## src/rtl/serial_adder.sv

```systemverilog
// Bit-serial adder/subtractor: one full-adder cell and a registered carry,
// LSB first, WIDTH clocks per operation, with a start/busy/done handshake.
module serial_adder #(
   parameter int WIDTH = 8
) (
   input  logic             clk,
   input  logic             rst,
   input  logic             start,
   input  logic             sub,
   input  logic [WIDTH-1:0] A,
   input  logic [WIDTH-1:0] B,
   input  logic             ci,
   output logic             busy,
   output logic             done,
   output logic [WIDTH-1:0] s,
   output logic             co,
   output logic             ovf
);

   // A one-bit counter is kept for WIDTH=1 so the vector is never zero-width.
   localparam int CW = (WIDTH > 1) ? $clog2(WIDTH) : 1;
   localparam logic [CW-1:0] LAST = CW'(WIDTH - 1);

   typedef enum logic [1:0] {
      ST_IDLE = 2'd0,
      ST_RUN  = 2'd1,
      ST_DONE = 2'd2
   } state_t;

   state_t           state_q, state_d;
   logic [WIDTH-1:0] a_sh_q, a_sh_d;
   logic [WIDTH-1:0] b_sh_q, b_sh_d;
   logic [WIDTH-1:0] res_sh_q, res_sh_d;
   logic [WIDTH-1:0] s_q, s_d;
   logic [CW-1:0]    cnt_q, cnt_d;
   logic             carry_q, carry_d;
   logic             co_q, co_d;
   logic             ovf_q, ovf_d;
   logic             busy_q, busy_d;
   logic             done_q, done_d;

   logic             sum_bit_s;
   logic             cout_s;
   logic [WIDTH:0]   res_cat_s;

   // Full-adder cell on the current LSBs; result register shifts in from the MSB end.
   always_comb begin
      sum_bit_s = a_sh_q[0] ^ b_sh_q[0] ^ carry_q;
      cout_s    = (a_sh_q[0] & b_sh_q[0]) | (a_sh_q[0] & carry_q) | (b_sh_q[0] & carry_q);
      res_cat_s = {sum_bit_s, res_sh_q};
   end

   // Next-state and datapath update; s/co/ovf only change on the final bit.
   always_comb begin
      state_d  = state_q;
      a_sh_d   = a_sh_q;
      b_sh_d   = b_sh_q;
      res_sh_d = res_sh_q;
      s_d      = s_q;
      cnt_d    = cnt_q;
      carry_d  = carry_q;
      co_d     = co_q;
      ovf_d    = ovf_q;
      case (state_q)
         ST_IDLE, ST_DONE: begin
            if (start) begin
               // Subtract is A + ~B + ~ci, so the borrow-in becomes an inverted carry-in.
               a_sh_d  = A;
               b_sh_d  = sub ? ~B : B;
               carry_d = ci ^ sub;
               cnt_d   = {CW{1'b0}};
               state_d = ST_RUN;
            end else begin
               state_d = ST_IDLE;
            end
         end
         ST_RUN: begin
            a_sh_d   = a_sh_q >> 1;
            b_sh_d   = b_sh_q >> 1;
            carry_d  = cout_s;
            res_sh_d = res_cat_s[WIDTH:1];
            if (cnt_q == LAST) begin
               // carry_q here is the carry into the MSB.
               s_d     = res_cat_s[WIDTH:1];
               co_d    = cout_s;
               ovf_d   = carry_q ^ cout_s;
               state_d = ST_DONE;
            end else begin
               cnt_d = cnt_q + CW'(1);
            end
         end
         default: begin
            state_d = ST_IDLE;
         end
      endcase
      busy_d = (state_d == ST_RUN)  ? 1'b1 : 1'b0;
      done_d = (state_d == ST_DONE) ? 1'b1 : 1'b0;
   end

   // State and datapath registers with synchronous reset that aborts any operation.
   always_ff @(posedge clk) begin
      if (rst) begin
         state_q  <= ST_IDLE;
         a_sh_q   <= {WIDTH{1'b0}};
         b_sh_q   <= {WIDTH{1'b0}};
         res_sh_q <= {WIDTH{1'b0}};
         s_q      <= {WIDTH{1'b0}};
         cnt_q    <= {CW{1'b0}};
         carry_q  <= 1'b0;
         co_q     <= 1'b0;
         ovf_q    <= 1'b0;
         busy_q   <= 1'b0;
         done_q   <= 1'b0;
      end else begin
         state_q  <= state_d;
         a_sh_q   <= a_sh_d;
         b_sh_q   <= b_sh_d;
         res_sh_q <= res_sh_d;
         s_q      <= s_d;
         cnt_q    <= cnt_d;
         carry_q  <= carry_d;
         co_q     <= co_d;
         ovf_q    <= ovf_d;
         busy_q   <= busy_d;
         done_q   <= done_d;
      end
   end

   assign busy = busy_q;
   assign done = done_q;
   assign s    = s_q;
   assign co   = co_q;
   assign ovf  = ovf_q;

endmodule

```

## config.mk

```make
export PLATFORM = sky130hd
export DESIGN_NAME = serial_adder
export DESIGN_NICKNAME = d
export VERILOG_FILES = /design/src/rtl/serial_adder.sv
export SDC_FILE = /design/constraint.sdc
export NUM_CORES = 1
export LEC_CHECK = 0
export ABC_AREA = 1
export CAP_MARGIN = 0
export CORE_MARGIN = 4
export CORE_UTILIZATION = 40
export CTS_CLUSTER_SIZE = 14
export DETAILED_ROUTE_END_ITERATION = 12
export GPL_TIMING_DRIVEN = 0
export HOLD_SLACK_MARGIN = 0.05
export SYNTH_ARGS = -nofsm -noshare
export SYNTH_HDL_FRONTEND = slang
export SYNTH_SLANG_ARGS = --single-unit
export TNS_END_PERCENT = 10
```

## constraint.sdc

```tcl
create_clock -name clk -period 1.7 [get_ports clk]
set_clock_uncertainty 0.2 [all_clocks]
set_input_delay 0.51 -clock clk [delete_from_list [all_inputs] [get_ports clk]]
set_output_delay 0.51 -clock clk [all_outputs]
set_load 0.02 [all_outputs]
```

==> Yosys cells after proc, flatten, opt, wreduce, memory -nomap -nowiden <==
Cells that the tools add are included.
Widths: inputs -> output; s select.
{ "word_totals": {"ff_bits": 42, "in_bits": 21, "output_inout_bits": 12, "word_cells": 50} }
{ "op_classes": {"n_addsub": 1, "n_eq_ne": 7, "muxes": 15, "bitwise_logic": 10, "n_reduce_logical": 6} }
{ "op_table": {"columns": ["op", "n"], "rows": [
  ["$pmux 8 s2", 2],
  ["$mux 8", 3],
  ["$not 8->8", 1],
  ["$mux 3", 2],
  ["$pmux 3 s2", 1],
  ["$eq 2x1->1 const B", 2],
  ["$eq 2x2->1 const B", 2],
  ["$mux 1", 4],
  ["$ne 2x2->1 const B", 2],
  ["$pmux 2 s2", 1],
  ["$reduce_and 2->1", 2],
  ["$xor 1x1->1", 4],
  ["$add 3x1->3 const B", 1],
  ["$and 1x1->1", 3],
  ["$eq 3x3->1 const B", 1],
  ["$reduce_and 3->1", 1],
  ["$logic_not 2->1", 1],
  ["$mux 2", 1],
  ["$or 1x1->1", 2],
  ["$pmux 1 s2", 1],
  ["$reduce_bool 2->1", 1],
  ["$reduce_or 2->1", 1]
]} }

==> Logic depth before layout (Yosys ltp) <==
{ "logic_depth": {"ltp_word": 5, "ltp_mapped": 8, "ltp_nobuf": 8} }

==> Least setup slack after synthesis <==
Ideal clock, no wire load.
{ "synth_path": {"path_type": "input port to flip-flop", "startpoint": "in rst", "endpoint": "reg s_q[5] (netlist: s[5])", "setup_time_ps": 121, "arrival_time_ps": 1099, "required_time_ps": 1379, "path_slack_ps": 280, "stages": 5, "n_path_buf": 2, "cell_sequence": "clkbuf_1 > inv_2 > buf_2 > nand3_1 > o21ai_0"} }
{ "synth_lines": {"columns": ["item", "line", "source"], "rows": [
  ["start: declaration", "7", "input logic rst,"],
  ["end signal: assignment", "107", "s_q <= {WIDTH{1'b0}};"],
  ["end: declaration", "34", "logic [WIDTH-1:0] s_q, s_d;"]
]} }

==> Final worst setup path <==
{ "layout_path": {"startpoint": "reg s_q[3] (netlist: s[3])", "endpoint": "out s[3]"} }
{ "layout_lines": {"columns": ["item", "line", "source"], "rows": [
  ["end: declaration", "15", "output logic [WIDTH-1:0] s,"]
]} }
No word-level cell between the ends.

==> results by group <==
Run status
  – Status: finished clean

Final layout
  – Syn-to-layout area delta: 26.8%
  – Most common cell after layout, fill and taps aside: nand2_1
  – Fillers: 457
  – Most frequent cells in the layout: nand2_1, dfxtp_1, inv_1, nand3_1, nor2_1
  – Share of cells above drive strength 1: 8.42%
  – Register area: approximately 820 µm²
  – Nets: between 300 and 400
  – Multi-input gate area: around 810 µm²
  – Util after Layout: 52.7%
  – N_diodes: 0

GRT
  – Initial antenna violation count: 0
  – Gr usage total: approximately 15%
  – Global-route wire length before repair: 6580 µm
  – Largest net degree at the start of global routing: 14
  – GRT Residual Overflow: 0
  – Vias in the first global route: around 1500

Timing
  – Final setup violation count: 0
  – RSZ-0062 raised after global routing: yes
  – Worst setup margin: 0.0465 ns
  – Fmax: between 600 and 700 MHz
  – Worst Max-Slew Pin Slew: between 0.4 and 0.5 ns
  – Slew Viols, Final: 0
  – Setup_tns: 0 ns
  – Final hold violations: 0
  – Final hold slack: 0.277 ns
  – Min cycle time layout: 1.65 ns
  – Relative slew margins: between 60 and 70%
  – Period utilisation layout: 97.3%

Synth
  – Yosys cell types: 20
  – Warnings from Yosys: 0
  – Mapped Area: 0.00182 mm²
  – Multiplexer share of the synthesized area: 0%
  – Largest family of logic cells by synthesized area: simple AND/OR/NAND/NOR gates
  – Synth Area in Adders: ~2.5%
  – Compound-Gate Fraction of Synth Area: ~8.7%
  – Post-Synthesis Cells: 259
  – Post-synth net total: approximately 280
  – Post-synthesis sequential area ratio: between 40 and 50%
  – Simple-Gate Fraction of Synth Area: 31.8%
  – FF+latch count, synth: 41
  – Syn avg cell area: 7.03 µm²
  – Xor and xnor area share after synthesis: less than 1%

Floorplanning
  – Top Ports: 33
  – Die H: approximately 75 µm
  – Die area: about 0.0057 mm²
  – Die width: about 75 µm
  – FP Rows: 24
  – Floorplan core area: around 0.0044 mm²
  – Initial core utilization: approximately two fifths

Drt
  – DR vias/cell: between 4 and 5
  – WL met2: 1730 µm
  – DRT met1 WL: ~1900 µm
  – Met3 wire length: approximately 200 µm
  – DRT Wirelength: between 3000 and 4000 µm
  – Drt drc: 0
  – Wire length per cell: 11.0 µm
  – First-pass iteration count of the detailed router: 4
  – DR vias: 1627
  – Final ANT Viol Nets: 0
  – First-iteration detailed-routing DRC count: 82
  – Max Used Layer: met4

Worst setup path
  – Worst setup EP type: output pin
  – Max stage delay on crit path: approximately 0.33 ns
  – Worst path buffer plus inverter count: 1
  – Worst endpoint data arrival time: 0.94 ns
  – Slowest stage cell, crit path: dfxtp_1
  – Crit path kind: reg -> out
  – CP Launch Type: flip-flop
  – Cell Chain, Critical Path: dlygate4sd2_1
  – Worst R2R Setup Slack: roughly 0.15 ns
  – Top delay family on crit path: flip-flops
  – Crit path max fanout: 2
  – CP required: roughly 0.99 ns

Clocking
  – # H-tree levels: 2
  – CTS Root Cell: clkbuf_8
  – CTS clk-pin slew, worst paths: ~0.08 ns
  – Clock Tree Buf Depth: 2
  – Number of CTS-inserted buffers: 5
  – Clk sinks: 41
  – Post-CTS Hold Buffers: 0
  – Clk Latency, worst-skew pair: between 0.2 and 0.3 ns
  – CTS tree: yes

Pwr
  – PD cells: 927 mW/mm²
  – Peak VDD IR: 0.703 mV
  – LEAKAGE: between 1 and 1.5 nW

Place
  – GPL Wtd Cong: just over 0.8
  – Setup WS pre-CTS: -0.501 ns
  – Post-DP HPWL: roughly 2800 µm
  – Buffers added on ports: 30

Hold path
  – Worst Hold Class: reg -> reg

Job
  – Total of max-cap violations: 0
-- registers in the layout, indices dropped and copies added, names as in the netlist --
name      cells
carry_q       1
a_sh_q        8
state_q       2
co            1
busy          1
res_sh_q      7
done          1
ovf           1
s             8
b_sh_q        8
cnt_q         3
-- power by group --
part	internal, mW	switching (mW)
clock network	0.477	0.340
registers	1.01	0.0281
logic	0.122	0.162
-- metrics by stage --
step / power (mW) / cells / instance area [µm²]
4_1_cts: 2.16 / 349 / 2300
6_report: 2.14 / 349 / 2310
2_1_floorplan: 1.24 / 259 / 1820
5_1_grt: 2.25 / 349 / 2310
3_5_place_dp: 1.35 / 341 / 2190
3_3_place_gp: 1.34 / 341 / 2190
-- Yosys cell counts --
cell type   n  share of area [%]
nand2_1    73                 15
dfxtp_1    41                 45
inv_1      34                7.0
nand3_1    34                9.3
nor2_1     23                4.7
o21ai_0    14                3.8
a21oi_1    13                3.6
buf_2       5                1.4
a211oi_1    3                1.2
buf_4       3                1.2
clkbuf_1    2               0.41
ha_1        2                1.4
inv_2       2               0.41
nand2_2     2               0.69
nor2_4      2                1.2
xor2_1      2               0.96
buf_6       1               0.62
fa_1        1                1.1
nand3b_1    1               0.41
nor2_2      1               0.34
-- path summary, 6_finish.rpt --
path,startpoint,to,cells past startpoint
worst max-delay path,s[3]$_SDFFE_PP0P_,s[3],1
worst min-delay path,res_sh_q[6]$_SDFFE_PP0P_,res_sh_q[6]$_SDFFE_PP0P_,2
worst max register to register,cnt_q[0]$_SDFFE_PP0P_,s[1]$_SDFFE_PP0P_,7
worst min register to register,res_sh_q[6]$_SDFFE_PP0P_,res_sh_q[6]$_SDFFE_PP0P_,2
-- tightest hold or removal path, delay by kind of cell (launching register included) --
kind | cells | cell delay, ns
AO/OA/AOI/OAI | 1 | 0.06
buffers and inverters | 1 | 0.07
flip-flops | 1 | 0.30
-- cell type report --
cell class / count / area share (%)
Buffer: 11 / 3.03
Clock buffer: 6 / 3.58
Tap cell: 52 / 2.82
Clock inverter: 2 / 1.63
Multi-Input combinational cell: 171 / 34.9
Timing Repair Buffer: 30 / 12.6
Inverter: 36 / 5.85
Sequential cell: 41 / 35.5
-- timing repair --
item                       CTS  global route
pin swaps                    0             1
cloned                       0             0
setup endpoints to repair   28             7
setup buffers                0             0
resized for setup           15             7
-- kinds of logic (layout without fill, tap and decap cells) --
family / count (synthesis) / in the layout
adder cells (fa/ha/maj): 3 / 3
buffers and inverters: 47 / 85
AND/OR/NAND/NOR: 136 / 136
AO/OA/AOI/OAI: 30 / 30
flip-flops: 41 / 41
XOR/XNOR: 2 / 2
-- metal layers --
metal	vias to the layer above	GRT usage (%)
li1	880	-
met1	703	19.4
met2	39	24.9
met3	5	3.69
met4	0	4.66
met5	-	0
Power figures use the tool's default switching activity.
==> patch 1, RTL diff (config.mk and constraints unchanged) <==
The parameter `WIDTH` goes from 8 to 16.
--- a/src/rtl/serial_adder.sv
+++ b/src/rtl/serial_adder.sv
@@ -1,7 +1,7 @@
 // Bit-serial adder/subtractor: one full-adder cell and a registered carry,
 // LSB first, WIDTH clocks per operation, with a start/busy/done handshake.
 module serial_adder #(
-   parameter int WIDTH = 8
+   parameter int WIDTH = 16
 ) (
    input  logic             clk,
    input  logic             rst,
Interface: changed (resized A, B and s); port bits go from 33 to 57. The function was not compared with the original's and may differ.
==> patch 1 against the original RTL <==
Wire length is 77% higher. Worst hold slack worse by 13 ps. Power is 83% higher. Clock power is 85% higher. Synthesized cell count is 67% higher. Sequential cell count is 33 higher. Via count is 71% higher. Cell area is 75% higher. Critical path type is now input pin to flip-flop. Largest power group unchanged. Worst setup slack worse by 5.4 ps. Core utilization is 0.13 points lower. Area after synthesis is 73% higher.
==> patch 1: results (changes against the original RTL) <==
[status]
status=finished, final reports clean

[route]
vias=2786  ; +71%
first_pass_iters=4  ; unchanged
wl_um=6800  ; +77%
drt_iter0_drc=115  ; +40%

[worst_setup_path]
slowest_stage=clkdlybuf4s50_1
cp-startpoint=start
critical_path_peak_fanout=10  ; +8
r2r_start=cnt_q[0]
cp_top_family=buffers and inverters
slowest_delay_ps=490  ; +160 ps
worstRegToRegCells=8  ; +1
crit_arrival_ps=1690  ; +750 ps

[pwr]
peakVddDrop_mv=0.417  ; -41%
pg_seq_w=0.00189  ; +82%
p_comb_w=0.000509  ; +79%
power.switching_w=0.000983  ; +85%
p_leak_nw=1.89  ; +65%

[synth]
synth-main-ff-cell=dfxtp_1
synthDistinctLibCells=23  ; +15%
synthMuxAreaShare_pct=0  ; unchanged
synth_compound_area_share_pct=6.90  ; -1.7 points
synth_top_family_by_area=simple AND/OR/NAND/NOR gates
yosysWarnings=0  ; unchanged
yosys-top-cells-area=dfxtp_1, nand2_1, nand3_1
synth_xor_area_share_pct=4.72  ; +3.8 points
ys_seq_area_share_pct=47.0  ; +1.9 points
synth_fp_nets=472  ; +67%
async_flop_share_pct=0  ; unchanged
ys_top_cells_by_count=nand2_1, dfxtp_1, nand3_1
synthAdderAreaFrac_pct=1.03  ; -1.4 points

[global_routing]
grt_pass1_wl_um=11400  ; +73%
met3_usage_pct=2.88  ; -0.81 points
antenna_found_initial=0  ; unchanged
grt_util_met2_pct=24.0  ; -0.94 points
grt_pass1_vias=2571  ; +77%
track_usage_pct=14.5  ; -0.53 points
use_met1_pct=18.4  ; -1.0 points
grt_max_degree=14  ; unchanged

[hold_path]
hold_class=flip-flop to flip-flop
worstHoldStart=ovf
hold_depth=2  ; unchanged

[place]
place_ws_ps=-443  ; +58.3 ps
dpl.hpwl_um=4900  ; +77%
globalplace.congestion=0.812  ; +0.16%
port_buffers=54  ; +80%

[layout]
num_antenna_cells=0  ; unchanged
drive_above_1_share_pct=13.9  ; +5.5 points
final_nets=536  ; +68%

[clocking]
clk_latency_ps=340  ; +50 ps
clk_pin_slew_ps=80  ; about the same
cts_root_buffer=clkbuf_8
ctsResizeCount=58  ; +43
post-cts-setup-buffers=0  ; unchanged
clockBufferDepth=2  ; unchanged
numCtsBuffers=9  ; +4
htreeDepth=3  ; +1

[timing]
tightestPinTransition_ps=496  ; +39.1 ps

-- patch 1: per-stage QoR --
stage,utilization [%],instance area (µm²),total power [W],std cells
3_3_place_gp,49.7,3820,0.00243,589
3_5_place_dp,49.7,3820,0.00244,589
5_1_grt,52.6,4040,0.00412,604
6_report,52.6,4040,0.00391,604
4_1_cts,53.1,4080,0.00396,605
2_1_floorplan,-,3150,0.00225,433
-- patch 1: layout make-up --
class | count | area [µm²]
buffer | 25 | 161
clock buffer | 10 | 138
clock inverter | 6 | 90.1
fill | 811 | 3650
inverter | 29 | 109
multi-input combinational | 304 | 1420
sequential | 74 | 1480
tap | 102 | 128
timing repair buffer | 54 | 515
-- patch 1: layer usage --
layer / part of all wire [%] / vias up
met5: 0 / -
met4: 1.2 / 0
met1: 48 / 1235
met3: 4.0 / 7
li1: - / 1487
met2: 47 / 57
-- patch 1: final timing paths --
check                           slack [ps]    endpoint
worst min register to register         260         ovf
worst min-delay path                   260         ovf
worst max-delay path                    40  b_sh_q[13]
worst max register to register         160       s[13]
==> patch 2, RTL diff (same settings) <==
Made on the original files. Encoding of `state_t`: now one-hot (3 bits for 3 states).
--- a/src/rtl/serial_adder.sv
+++ b/src/rtl/serial_adder.sv
@@ -21,10 +21,10 @@
    localparam int CW = (WIDTH > 1) ? $clog2(WIDTH) : 1;
    localparam logic [CW-1:0] LAST = CW'(WIDTH - 1);
 
-   typedef enum logic [1:0] {
-      ST_IDLE = 2'd0,
-      ST_RUN  = 2'd1,
-      ST_DONE = 2'd2
+   typedef enum logic [2:0] {
+      ST_IDLE = 3'b001,
+      ST_RUN  = 3'b010,
+      ST_DONE = 3'b100
    } state_t;
 
    state_t           state_q, state_d;
Formal check against the unedited RTL: no difference found for any inputs over 10 cycles, from zero or initial values and one cycle with rst high; not proved beyond that.
==> patch 2 against the original RTL <==
Area after synthesis is 4.9% higher. Cell area is 4.3% higher. Die area is 4.4% higher. Sequential cell count rose by 1. Power decreased by 0.69%. Combinational power fell by 4%. Core utilization rose by 1.2 points. Cell count increased by 2.9%. Wire length rose by 14%. Worst setup slack got worse by 4.5 ps. Critical path type unchanged.
==> patch 2: results (changes against the original RTL) <==
[pwr]
p_sw_share_pct=24.1  ; -0.62 points
p_leak_nw=1.14  ; -0.83%
peakVddDrop_mv=0.738  ; +4.9%

[global_routing]
grt_pass1_vias=1605  ; +10%
grt_pass1_wl_um=7450  ; +13%
grt_max_degree=13  ; -1
track_usage_pct=15.4  ; +0.28 points

[layout]
nonClkBufAreaFrac_pct=16.6  ; +0.91 points
design.seq.count=42  ; +2.4%
final_nets=331  ; +3.4%
clock_cell_area_share_pct=4.67  ; -0.53 points
post-route-util_pct=53.9  ; +1.2 points
inv_count=22  ; -39%
regArea_um2=841  ; +2.4%
multi_input_comb_area_um2=906  ; +12%
n_all_buffers=47  ; +15%

[synth]
ys_seq_area_share_pct=44.0  ; -1.0 points
synth_fp_nets=292  ; +3.2%
postSynthCellCount=268  ; +3.5%
synthDistinctLibCells=23  ; +15%

[place]
dpl.hpwl_um=3130  ; +13%
place_ws_ps=-461  ; +40.3 ps
dp_cells=351  ; +2.9%
port_buffers=31  ; +3.3%
placed_area_um2=2290  ; +4.5%

[hold_path]
worstHoldStart=cnt_q[0]

[route]
routed_via_density=5.02  ; +7.6%
wl_um=4360  ; +14%
vias=1801  ; +11%

[status]
status=finished, final reports clean

[worst_setup_path]
cp-startpoint=s[1]

[timing]
tightestPinTransition_ps=530  ; +73.3 ps

[patch 2: final timing paths]
kind / depth (start not counted) / slack [ps] / to
worst min register to register: 1 / 260 / cnt_q[0]
worst max-delay path: 1 / 40 / s[1]
worst max register to register: 9 / 150 / co
worst min-delay path: 1 / 260 / cnt_q[0]
[patch 2: cells by family (layout without fill, tap and decap cells)]
| logic type | after synthesis | count (layout) | synth area share [%] |
|---|---|---|---|
| xor gates and xnor gates | 2 | 2 | 0.917 |
| and+or+nand+nor | 143 | 143 | 32.7 |
| AOI/OAI and AO/OA | 41 | 41 | 11.1 |
| buffers and inverters | 37 | 76 | 8.84 |
| DFF | 42 | 42 | 44.0 |
| adders and majority gates | 3 | 3 | 2.36 |
[patch 2: metal layers]
| metal | share of wire (%) | wire length [µm] | vias up | track usage [%] |
|---|---|---|---|---|
| li1 | - | - | 937 | - |
| met1 | 51 | 2210 | 830 | 21.7 |
| met2 | 44 | 1910 | 30 | 23.4 |
| met3 | 4.4 | 194 | 4 | 3.51 |
| met4 | 1.1 | 47 | 0 | 4.27 |
| met5 | 0 | 0 | - | 0 |
[patch 2: what timing repair did]
action | 4_1_cts | 5_1_grt
pin swaps | 0 | 1
setup endpoints to repair | 22 | 20
resized for setup | 14 | 10
buffers inserted | 0 | 1
[patch 2: power groups by stage]
stage                     combinational (W)  clock, W  sequential [W]
final                              0.000274  0.000805         0.00105
after global routing               0.000309  0.000872         0.00105
after CTS                          0.000270  0.000818         0.00105
after detailed placement           0.000269         0         0.00107
after global placement             0.000268         0         0.00107
after floorplan                    0.000171         0         0.00107
